### src/rtl/button_debounce.sv
// rtl/button_debounce.sv - push-button conditioner: synchronizer, debouncer, press/release strobes, auto-repeat
// All state is on CLK; step_pulse is the counter increment enable for the display path.
module button_debounce #(
  parameter int SYNC_STAGES     = 2,
  parameter int DEBOUNCE_CYCLES = 12000,
  parameter int ACTIVE_LOW      = 1,
  parameter int REPEAT_DELAY    = 6000000,
  parameter int REPEAT_RATE     = 1200000
) (
  input  logic CLK,
  input  logic RST,
  input  logic btn_in,
  output logic btn_level,
  output logic press_pulse,
  output logic release_pulse,
  output logic repeat_pulse,
  output logic step_pulse
);

  localparam logic REL_LVL = (ACTIVE_LOW != 0);
  localparam int   DB_W    = (DEBOUNCE_CYCLES > 1) ? $clog2(DEBOUNCE_CYCLES) : 1;
  localparam int   RPT_MAX = (REPEAT_DELAY > REPEAT_RATE) ? REPEAT_DELAY : REPEAT_RATE;
  localparam int   RPT_W   = (RPT_MAX > 1) ? $clog2(RPT_MAX) : 1;

  localparam logic [DB_W-1:0]  DB_LAST = DB_W'(DEBOUNCE_CYCLES - 1);
  localparam logic [RPT_W-1:0] RD_LAST = RPT_W'((REPEAT_DELAY > 0) ? REPEAT_DELAY - 1 : 0);
  localparam logic [RPT_W-1:0] RR_LAST = RPT_W'((REPEAT_RATE > 0) ? REPEAT_RATE - 1 : 0);

  typedef enum logic [1:0] {
    IDLE   = 2'd0,
    DELAY  = 2'd1,
    REPEAT = 2'd2
  } state_t;

  logic [SYNC_STAGES-1:0] sync_q, sync_d;
  logic [DB_W-1:0]        db_cnt_q, db_cnt_d;
  logic                   level_q, level_d;
  logic                   press_q, press_d;
  logic                   release_q, release_d;
  logic                   repeat_q, repeat_d;
  state_t                 state_q, state_d;
  logic [RPT_W-1:0]       rpt_cnt_q, rpt_cnt_d;
  logic                   sync_n;

  always_comb begin
    sync_d    = {sync_q[SYNC_STAGES-2:0], btn_in};
    sync_n    = sync_q[SYNC_STAGES-1] ^ REL_LVL;
    level_d   = level_q;
    db_cnt_d  = '0;
    press_d   = 1'b0;
    release_d = 1'b0;
    // Any agreement with the current level restarts the stability count.
    if (sync_n != level_q) begin
      if (db_cnt_q == DB_LAST) begin
        level_d   = ~level_q;
        press_d   = ~level_q;
        release_d = level_q;
      end else begin
        db_cnt_d = db_cnt_q + 1'b1;
      end
    end
  end

  always_comb begin
    state_d   = state_q;
    rpt_cnt_d = rpt_cnt_q;
    repeat_d  = 1'b0;
    if (release_d || (REPEAT_DELAY == 0)) begin
      state_d   = IDLE;
      rpt_cnt_d = '0;
    end else begin
      case (state_q)
        IDLE: begin
          rpt_cnt_d = '0;
          if (press_d) state_d = DELAY;
        end
        DELAY: begin
          if (rpt_cnt_q == RD_LAST) begin
            repeat_d  = 1'b1;
            state_d   = REPEAT;
            rpt_cnt_d = '0;
          end else begin
            rpt_cnt_d = rpt_cnt_q + 1'b1;
          end
        end
        REPEAT: begin
          if (rpt_cnt_q == RR_LAST) begin
            repeat_d  = 1'b1;
            rpt_cnt_d = '0;
          end else begin
            rpt_cnt_d = rpt_cnt_q + 1'b1;
          end
        end
        default: begin
          state_d   = IDLE;
          rpt_cnt_d = '0;
        end
      endcase
    end
  end

  always_ff @(posedge CLK) begin
    if (RST) begin
      sync_q    <= {SYNC_STAGES{REL_LVL}};
      db_cnt_q  <= '0;
      level_q   <= 1'b0;
      press_q   <= 1'b0;
      release_q <= 1'b0;
      repeat_q  <= 1'b0;
      state_q   <= IDLE;
      rpt_cnt_q <= '0;
    end else begin
      sync_q    <= sync_d;
      db_cnt_q  <= db_cnt_d;
      level_q   <= level_d;
      press_q   <= press_d;
      release_q <= release_d;
      repeat_q  <= repeat_d;
      state_q   <= state_d;
      rpt_cnt_q <= rpt_cnt_d;
    end
  end

  assign btn_level     = level_q;
  assign press_pulse   = press_q;
  assign release_pulse = release_q;
  assign repeat_pulse  = repeat_q;
  assign step_pulse    = press_q | repeat_q;

endmodule

### config.mk
export PLATFORM = sky130hd
export DESIGN_NAME = button_debounce
export DESIGN_NICKNAME = d
export VERILOG_FILES = /design/src/rtl/button_debounce.sv
export SDC_FILE = /design/constraint.sdc
export NUM_CORES = 1
export LEC_CHECK = 0
export CAP_MARGIN = 20
export CORE_MARGIN = 2
export CORE_UTILIZATION = 25
export CTS_CLUSTER_DIAMETER = 150
export DETAILED_ROUTE_END_ITERATION = 8
export HOLD_SLACK_MARGIN = 0.08
export PLACE_DENSITY = 0.52
export SLEW_MARGIN = 40
export SYNTH_ARGS = -nofsm -noshare
export SYNTH_HDL_FRONTEND = slang
export SYNTH_SLANG_ARGS = --single-unit
export TNS_END_PERCENT = 5
### constraint.sdc
create_clock -name CLK -period 2.55 [get_ports CLK]
set_input_delay 0.255 -clock CLK [delete_from_list [all_inputs] [get_ports CLK]]
set_output_delay 0.255 -clock CLK [all_outputs]
set_load 0.01 [all_outputs]
# == Word level (Yosys, flattened, before mapping) ==
# Index checks and enable logic that the tools add are counted.
# op_classes
addsub,2
n_eq_ne,8
mux,13
bitwise_logic,5
n_reduce_logical,5
# ops
cell,count
23-bit 2-to-1 mux,2
23-bit one-hot mux with 2 select lines,1
23-bit by 1-bit adder with 23-bit output (second input constant),1
23-bit by 21-bit equality test with 1-bit output (second input constant),1
23-bit equality test (second input constant),1
14-bit by 1-bit adder with 14-bit output (second input constant),1
14-bit equality test (second input constant),1
1-bit 2-to-1 mux,6
2-bit one-hot mux with 3 select lines,1
2-bit 2-to-1 mux,2
2-bit != test (second input constant),2
1-bit inverter,4
3-bit AND reduction,1
3-bit OR reduction,1
2-bit by 1-bit equality test with 1-bit output (second input constant),1
2-bit equality test (second input constant),1
2-bit logical NOT,1
1-bit one-hot mux with 2 select lines,1
2-bit AND reduction,1
2-bit OR reduction,1
1-bit != test,1
1-bit OR,1
# word_totals
reg_bits,45
inputBits,3
out_inout_bits,5

# == Logic depth before layout (Yosys ltp) ==
# Gate-level depths: netlist (run 1).
# logic_depth
word_depth,5
ltp_mapped,7
ltp_nobuf,6

# == Worst setup path after synthesis (run 1) ==
# Ideal clock, no wire load.
# synth_timing
path_type,reg-to-reg
start,register rpt_cnt_q[0]
end,register rpt_cnt_q[10]
arrival_time_ns,1.757
setup_slack_ns,0.677
path_stages_with_launch,8
synth_period_minus_slack_ns,1.873
cell_sequence,dfxtp_1 ha_1 and4_1 nand4_1 o31a_1 o211ai_2 buf_4 nor2_1
# synth_between
elab_chain_cells,3
word_cells_on_any_way,6
cone_classes,add/sub: 1; eq/ne: 2; mux: 3
# synth_lines
item,line_no,rtl
from (decl),42,"logic [RPT_W-1:0] rpt_cnt_q, rpt_cnt_d;"
from (signal assigned),120,rpt_cnt_q <= rpt_cnt_d;
23-bit by 1-bit adder with 23-bit output (tied with other cells),"83, 91",
23-bit 2-to-1 mux (on tied branches),"87, 78",
23-bit one-hot mux with 2 select lines *,72,case (state_q)
# Mark *: on every way between the ends. The rest lies on a longest branch, timed or not.
# A chain may end at the register's enable or synchronous reset.

# == Final worst setup path (run 1) ==
# layout_timing
start,register db_cnt_q[0]
end,register rpt_cnt_q[22]
# layout_between
elab_chain_cells,4
# layout_lines
item,line_no,rtl
from (decl),36,"logic [DB_W-1:0] db_cnt_q, db_cnt_d;"
from (signal assigned),114,db_cnt_q <= db_cnt_d;
14-bit equality test,54,if (db_cnt_q == DB_LAST) begin
1-bit 2-to-1 mux,54,
1-bit 2-to-1 mux,53,if (sync_n != level_q) begin
2-bit OR reduction (no line),-,
# Every way passes these cells.

==> out/results.tsv, run 1 <==
stage	metric	value	unit
sta	rsz0062_at_grt	no	
pwr	total_power	1.261	mW
sta	worst_pin_slew	0.4772	ns
global_routing	antenna_found_initial	0	
sta	finalWorstSetupSlack	0.4154	ns
floorplan	core-area	7807	sq um
critical_path	path_cells	ha_1 > nand4_1 > nor4_2 > a31oi_1 > o211ai_2 > buf_4 > nor2_1	
global_routing	grt_overflow	0	
clock_network	cts.sinks	45	
floorplan	num_io_pins	8	
route	drc_errors	0	
critical_path	critPathRequiredTime	2.73	ns
place	io_buffers	7	
floorplan	dieArea	8886	sq um
final_layout	synthToLayoutAreaGrowth	14.07	%
global_routing	grt_max_degree	24	
sta	layout_min_cycle_time	2.135	ns
clock_network	clk_pin_slew_worst_paths	0.10	ns
final_layout	fin_nets	245	
route	drt_iter0_drc	31	
place	place_area	2211	sq um
global_routing	gr-usage-all-layers	9.151	%
place	gp_congestion	0.7369	
route	dr.pass1.iters	4	
critical_path	crit_fanout	23	
route	via_count	1483	
clock_network	cts_made_buffers	5	
critical_path	start_kind	register	
run_status	status	complete, no violations	
final_layout	drive_above_1_share	8.824	%
min_path	min_path_cells	1	
logic_synthesis	netlist_area	2037	sq um
clock_network	clock_path_buffers	2	
run	maxCapViolCount	0	
place	dp_hpwl	2519	microns
critical_path	path_depth	7	
route	routed_wl	3557	microns
sta	setup_viol	0	
logic_synthesis	ys_seq_area_share	44.23	%
pwr	power_density	542.9	nW/um^2
global_routing	grt_pass1_vias	1530	
floorplan	fp.dieH	94.27	microns
clock_network	clk_latency	0.30	ns
pwr	ir_worst_vdd	0.2635	mV
floorplan	fp.dieW	94.27	microns
sta	slew_headroom	68.18	%
final_layout	design_area	2323	sq um
critical_path	critPathBufInv	1	
min_path	min_path_type	reg -> reg	
critical_path	crit_slowest_cell	nor4_2	
clock_network	post_cts_resized	0	
logic_synthesis	synthesis.nets	236	
sta	fin_setup_tns	0	ns
critical_path	critical-path-top-delay-family	simple AND/OR/NAND/NOR gates	
critical_path	reg2regPathDepth	7	
route	wl_per_cell	10.46	microns
logic_synthesis	async_flop_share	0	%
floorplan	initial_core_util	26.09	%
clock_network	h-tree-depth	2	
sta	fin_worst_skew	0.01829	ns
sta	finalHoldViolCount	0	
route	vias_per_cell	4.362	
clock_network	root_buffer	clkbuf_8	
final_layout	final_common_cell	nor2_1	
logic_synthesis	ys_ff_latch	45	
logic_synthesis	synth_edf_count	0	
critical_path	path_class	reg -> reg	
critical_path	crit_arrival	2.31	ns
clock_network	cts-hold-fix-buffers	0	
critical_path	cpPeakStageDelay	0.48	ns
final_layout	final_cell_mix	nor2_1, dfxtp_1, xnor2_1	
critical_path	end_kind	register	
sta	max_freq	468.5	MHz
pwr	p_leak	0.6975	nW
logic_synthesis	yosysWarnings	0	
clock_network	cts_tree	yes	
place	pre_cts_slack	0.3942	ns
logic_synthesis	avgSynthCellArea	8.934	sq um
clock_network	cts_setup_buffers	0	
final_layout	diodes	0	
final_layout	num-fill-cells	826	
logic_synthesis	ys_types	39	
floorplan	fp-row-count	32	
sta	report.final.slew_viol_count	0	
logic_synthesis	yosys_most_used_dff	dfxtp_1	
sta	period_share	83.71	%
route	detail-route-antenna-nets	0	
global_routing	grt_first_pass_wirelength	6575	microns
logic_synthesis	synth_cells	228	
## metrics by stage
| stage | instances | utilization, % | hold slack, ns |
|---|---|---|---|
| 5_1_grt | 340 | 29.76 | 0.4533 |
| 2_1_floorplan | 228 | - | 0.3268 |
| 3_5_place_dp | 332 | 28.32 | 0.3967 |
| 4_1_cts | 340 | 29.76 | 0.4233 |
| 3_3_place_gp | 332 | 28.32 | 0.4005 |
| 6_report | 340 | 29.76 | 0.4204 |
## per-layer routing
metal	wire, microns	track usage [%]	part of all wire, %
met4	46	3.623	1.3
met2	1666	15.30	47
met3	100	2.729	2.8
met1	1744	10.96	49
met5	0	0	0
## registers in the layout, summed over array words and instances, names as in the netlist
signal,flops
repeat_pulse,1
release_pulse,1
sync_q,2
rpt_cnt_q,23
state_q,2
press_pulse,1
btn_level,1
db_cnt_q,14
## cells in the mapped netlist, types with 3 or more instances
cell	instances	area share [%]
clkbuf_1	3	0.55
and3_1	4	1.2
ha_1	5	3.1
or3_1	3	0.92
nand3_1	14	3.4
nand2_1	12	2.2
or2_2	3	0.92
nor3_1	8	2.0
xor2_1	14	6.0
xnor2_1	20	8.6
dfxtp_1	45	44
nand4_1	7	2.1
nor2_1	48	8.8
inv_1	11	2.0
## cell families (layout without fill, tap and decap cells)
logic type	after synthesis	count (layout)	share of synthesized area, %
AO/OA/AOI/OAI	11	11	4.853
XOR/XNOR	34	34	14.62
adder cells (fa/ha/maj)	5	5	3.071
buffers and inverters	17	27	3.562
flip-flops	45	45	44.23
AND/OR/NAND/NOR	116	116	29.67
## final timing paths
path / end / slack [ns] / start
max: rpt_cnt_q[22]$_SDFF_PP0_ / 0.42 / db_cnt_q[0]$_SDFF_PP0_
min: sync_q[1]$_SDFF_PP1_ / 0.42 / sync_q[0]$_SDFF_PP1_
max reg2reg: rpt_cnt_q[22]$_SDFF_PP0_ / 0.42 / db_cnt_q[0]$_SDFF_PP0_
min reg2reg: sync_q[1]$_SDFF_PP1_ / 0.42 / sync_q[0]$_SDFF_PP1_
## power by group
part | switching, mW | internal, mW
Sequential | 0.00144 | 0.704
Combinational | 0.00484 | 0.00497
Clock | 0.252 | 0.294
Total | 0.259 | 1.00
## layout make-up
class,count,area (sq um),share of cell area (%)
inverters,11,41.29,1.777
well taps,102,127.6,5.493
clock inverters,3,43.79,1.885
flip-flops and latches,45,900.9,38.77
multi-input cells,166,1064,45.77
repair buffers,8,77.57,3.339
clock buffers,5,68.82,2.962
Note: power is estimated with default switching activity, not from simulation.
==> run 2, diff against run 1 <==
clock period = 2.12 ns   (was 2.55 ns; I/O delays follow)
==> run 2 against run 1 <==
Compared with the run above: sequential cell count stayed put; non-clock buffer count is 3 higher; wire length is 2.7% lower; clock-buffer cell count stayed put; cell area is 1.9% higher; total power is 21% higher; critical path depth is 1 lower; fmax is 7.4% higher; setup slack worse by 0.28 ns; worst hold slack better by 0.0018 ns; global-route usage is 0.37 points lower; via count is 2.2% higher; critical endpoint is now state_q[1]$_SDFFE_PP0P_.
==> out/results.tsv, run 2 (same netlist as run 1, synthesis figures left out) <==
stage	metric	value	unit	change
run_status	status	complete, no violations		unchanged
critical_path	crit_fanout	4		was 23
pwr	p_leak	0.7178	nW	was 0.6975 nW
pwr	ir_worst_vdd	0.2719	mV	was 0.2635 mV
final_layout	synthToLayoutAreaGrowth	16.22	%	was 14.07%
sta	rsz0062_at_grt	no		unchanged
floorplan	num_io_pins	8		unchanged
global_routing	gr-usage-all-layers	8.779	%	was 9.151%
run	maxCapViolCount	0		unchanged
final_layout	largest_register_ffs	23		unchanged
final_layout	final_cell_mix	nor2_1, dfxtp_1, xnor2_1		unchanged
critical_path	reg2regPathDepth	6		was 7
clock_network	clock_path_buffers	2		unchanged
place	io_buffers	7		unchanged
clock_network	cts.sinks	45		unchanged
final_layout	diodes	0		unchanged
final_layout	fin_nets	248		was 245
route	vias_per_cell	4.417		was 4.362
min_path	min_to	sync_q[1]$_SDFF_PP1_		unchanged
sta	fin_worst_skew	0.01111	ns	was 0.01829 ns
clock_network	cts_tree	yes		unchanged
sta	report.final.slew_viol_count	0		unchanged
clock_network	cts_made_buffers	5		unchanged
floorplan	dieArea	8886	sq um	unchanged
critical_path	rr_startpoint	db_cnt_q[0]$_SDFF_PP0_		unchanged
critical_path	crit_arrival	2.22	ns	was 2.31 ns
sta	fin_setup_tns	0	ns	unchanged
clock_network	cts-hold-fix-buffers	0		unchanged
sta	layout_min_cycle_time	1.988	ns	was 2.135 ns
min_path	min_path_cells	1		unchanged
route	drt_iter0_drc	48		was 31
sta	setup_viol	0		unchanged
floorplan	core-area	7807	sq um	unchanged
sta	worst_pin_slew	0.4564	ns	was 0.4772 ns
clock_network	clk_latency	0.30	ns	about the same
critical_path	reg2reg_to	state_q[1]$_SDFFE_PP0P_		was rpt_cnt_q[22]$_SDFF_PP0_
final_layout	final_common_cell	nor2_1		unchanged
route	drc_errors	0		unchanged
place	dp_hpwl	2497	microns	was 2519 microns
place	dp_cells	335		was 332
final_layout	regMostFlops	rpt_cnt_q		unchanged
route	via_count	1515		was 1483
min_path	min_path_type	reg -> reg		unchanged
critical_path	critPathBufInv	0		was 1
critical_path	critical-path-top-delay-family	simple AND/OR/NAND/NOR gates		unchanged
sta	period_share	93.75	%	was 83.71%
clock_network	h-tree-depth	2		unchanged
sta	finalWorstSetupSlack	0.1324	ns	was 0.4154 ns
route	dr.pass1.iters	4		unchanged
global_routing	grt_first_pass_wirelength	6320	microns	was 6575 microns
critical_path	critPathRequiredTime	2.36	ns	was 2.73 ns
sta	max_freq	503.1	MHz	was 468.5 MHz
critical_path	r2r_slack	0.13	ns	was 0.42 ns
place	gp_congestion	0.7191		was 0.7369
global_routing	grt_max_degree	24		unchanged
final_layout	drive_above_1_share	10.37	%	was 8.824%
critical_path	path_cells	ha_2 > nand4_1 > or4_4 > and2_4 > o31ai_2 > o311a_1		was ha_1 > nand4_1 > nor4_2 > a31oi_1 > o211ai_2 > buf_4 > nor2_1
route	routed_wl	3460	microns	was 3557 microns
floorplan	initial_core_util	26.09	%	unchanged
final_layout	final_cells	343		was 340
pwr	power_density	645.5	nW/um^2	was 542.9 nW/um^2
critical_path	crit_slowest_cell	or4_4		was nor4_2
critical_path	cpPeakStageDelay	0.60	ns	was 0.48 ns
global_routing	antenna_found_initial	0		unchanged
critical_path	start_kind	register		unchanged
critical_path	path_class	reg -> reg		unchanged
min_path	min_from	sync_q[0]$_SDFF_PP1_		unchanged
global_routing	grt_pass1_vias	1487		was 1530
clock_network	root_buffer	clkbuf_8		unchanged
global_routing	grt_overflow	0		unchanged
floorplan	fp-row-count	32		unchanged
critical_path	path_depth	6		was 7
final_layout	reg_top3	rpt_cnt_q (23), db_cnt_q (14)		unchanged
route	detail-route-antenna-nets	0		unchanged
clock_network	cts_setup_buffers	0		unchanged
sta	slew_headroom	69.34	%	was 68.18%
place	pre_cts_slack	0.1269	ns	was 0.3942 ns
sta	finalHoldViolCount	0		unchanged
floorplan	fp.dieW	94.27	microns	unchanged
critical_path	end_kind	register		unchanged
clock_network	clk_pin_slew_worst_paths	0.10	ns	about the same
floorplan	fp.dieH	94.27	microns	unchanged
route	wl_per_cell	10.09	microns	was 10.46 microns
[run 2: final cells by class]
class,instances,area [sq um]
clock inverters,3,50.05
repair buffers,11,112.6
well taps,102,127.6
flip-flops and latches,45,900.9
fillers,838,5440
clock buffers,5,68.82
inverters,11,41.29
multi-input cells,166,1066
[run 2: stage by stage]
step	total power, mW	hold WS, ns	instance area [sq um]	utilization [%]
finish	1.528	0.4222	2367	30.32
floorplan	0.8743	0.2838	2037	-
global route	1.589	0.4481	2367	30.32
global placement	0.8812	0.3973	2246	28.77
detailed placement	0.8811	0.3969	2246	28.77
CTS	1.558	0.4251	2365	30.29
[run 2: worst max-delay path by stage]
stage                             startpoint                  endpoint  slack (ns)
finish                db_cnt_q[0]$_SDFF_PP0_   state_q[1]$_SDFFE_PP0P_        0.13
global route        rpt_cnt_q[20]$_SDFF_PP0_  rpt_cnt_q[19]$_SDFF_PP0_       0.004
CTS                   db_cnt_q[0]$_SDFF_PP0_   state_q[1]$_SDFFE_PP0P_        0.11
detailed placement    db_cnt_q[0]$_SDFF_PP0_   state_q[1]$_SDFFE_PP0P_        0.13
global placement    rpt_cnt_q[20]$_SDFF_PP0_  rpt_cnt_q[11]$_SDFF_PP0_        0.15
floorplan            rpt_cnt_q[0]$_SDFF_PP0_  rpt_cnt_q[10]$_SDFF_PP0_        0.25
[run 2: report_power, final]
group          internal [mW]  switching (mW)  leakage (nW)
combinational        0.00662         0.00587         0.295
sequential             0.847         0.00170         0.363
clock                  0.361           0.306        0.0603
total                   1.21           0.314         0.718
[run 2: metal layers]
layer  vias up  global-route usage, %  routed length [microns]
met2         8                  15.24                     1625
met1       702                  10.41                     1737
li1        800                      -                        -
met4         0                  2.899                       31
met5         -                      0                        0
met3         5                  2.408                       65
[run 2: what timing repair did]
action,4_1_cts,5_1_grt
gates resized for setup,0,1
endpoints found under the hold margin,0,0
endpoints found under the setup margin,0,1
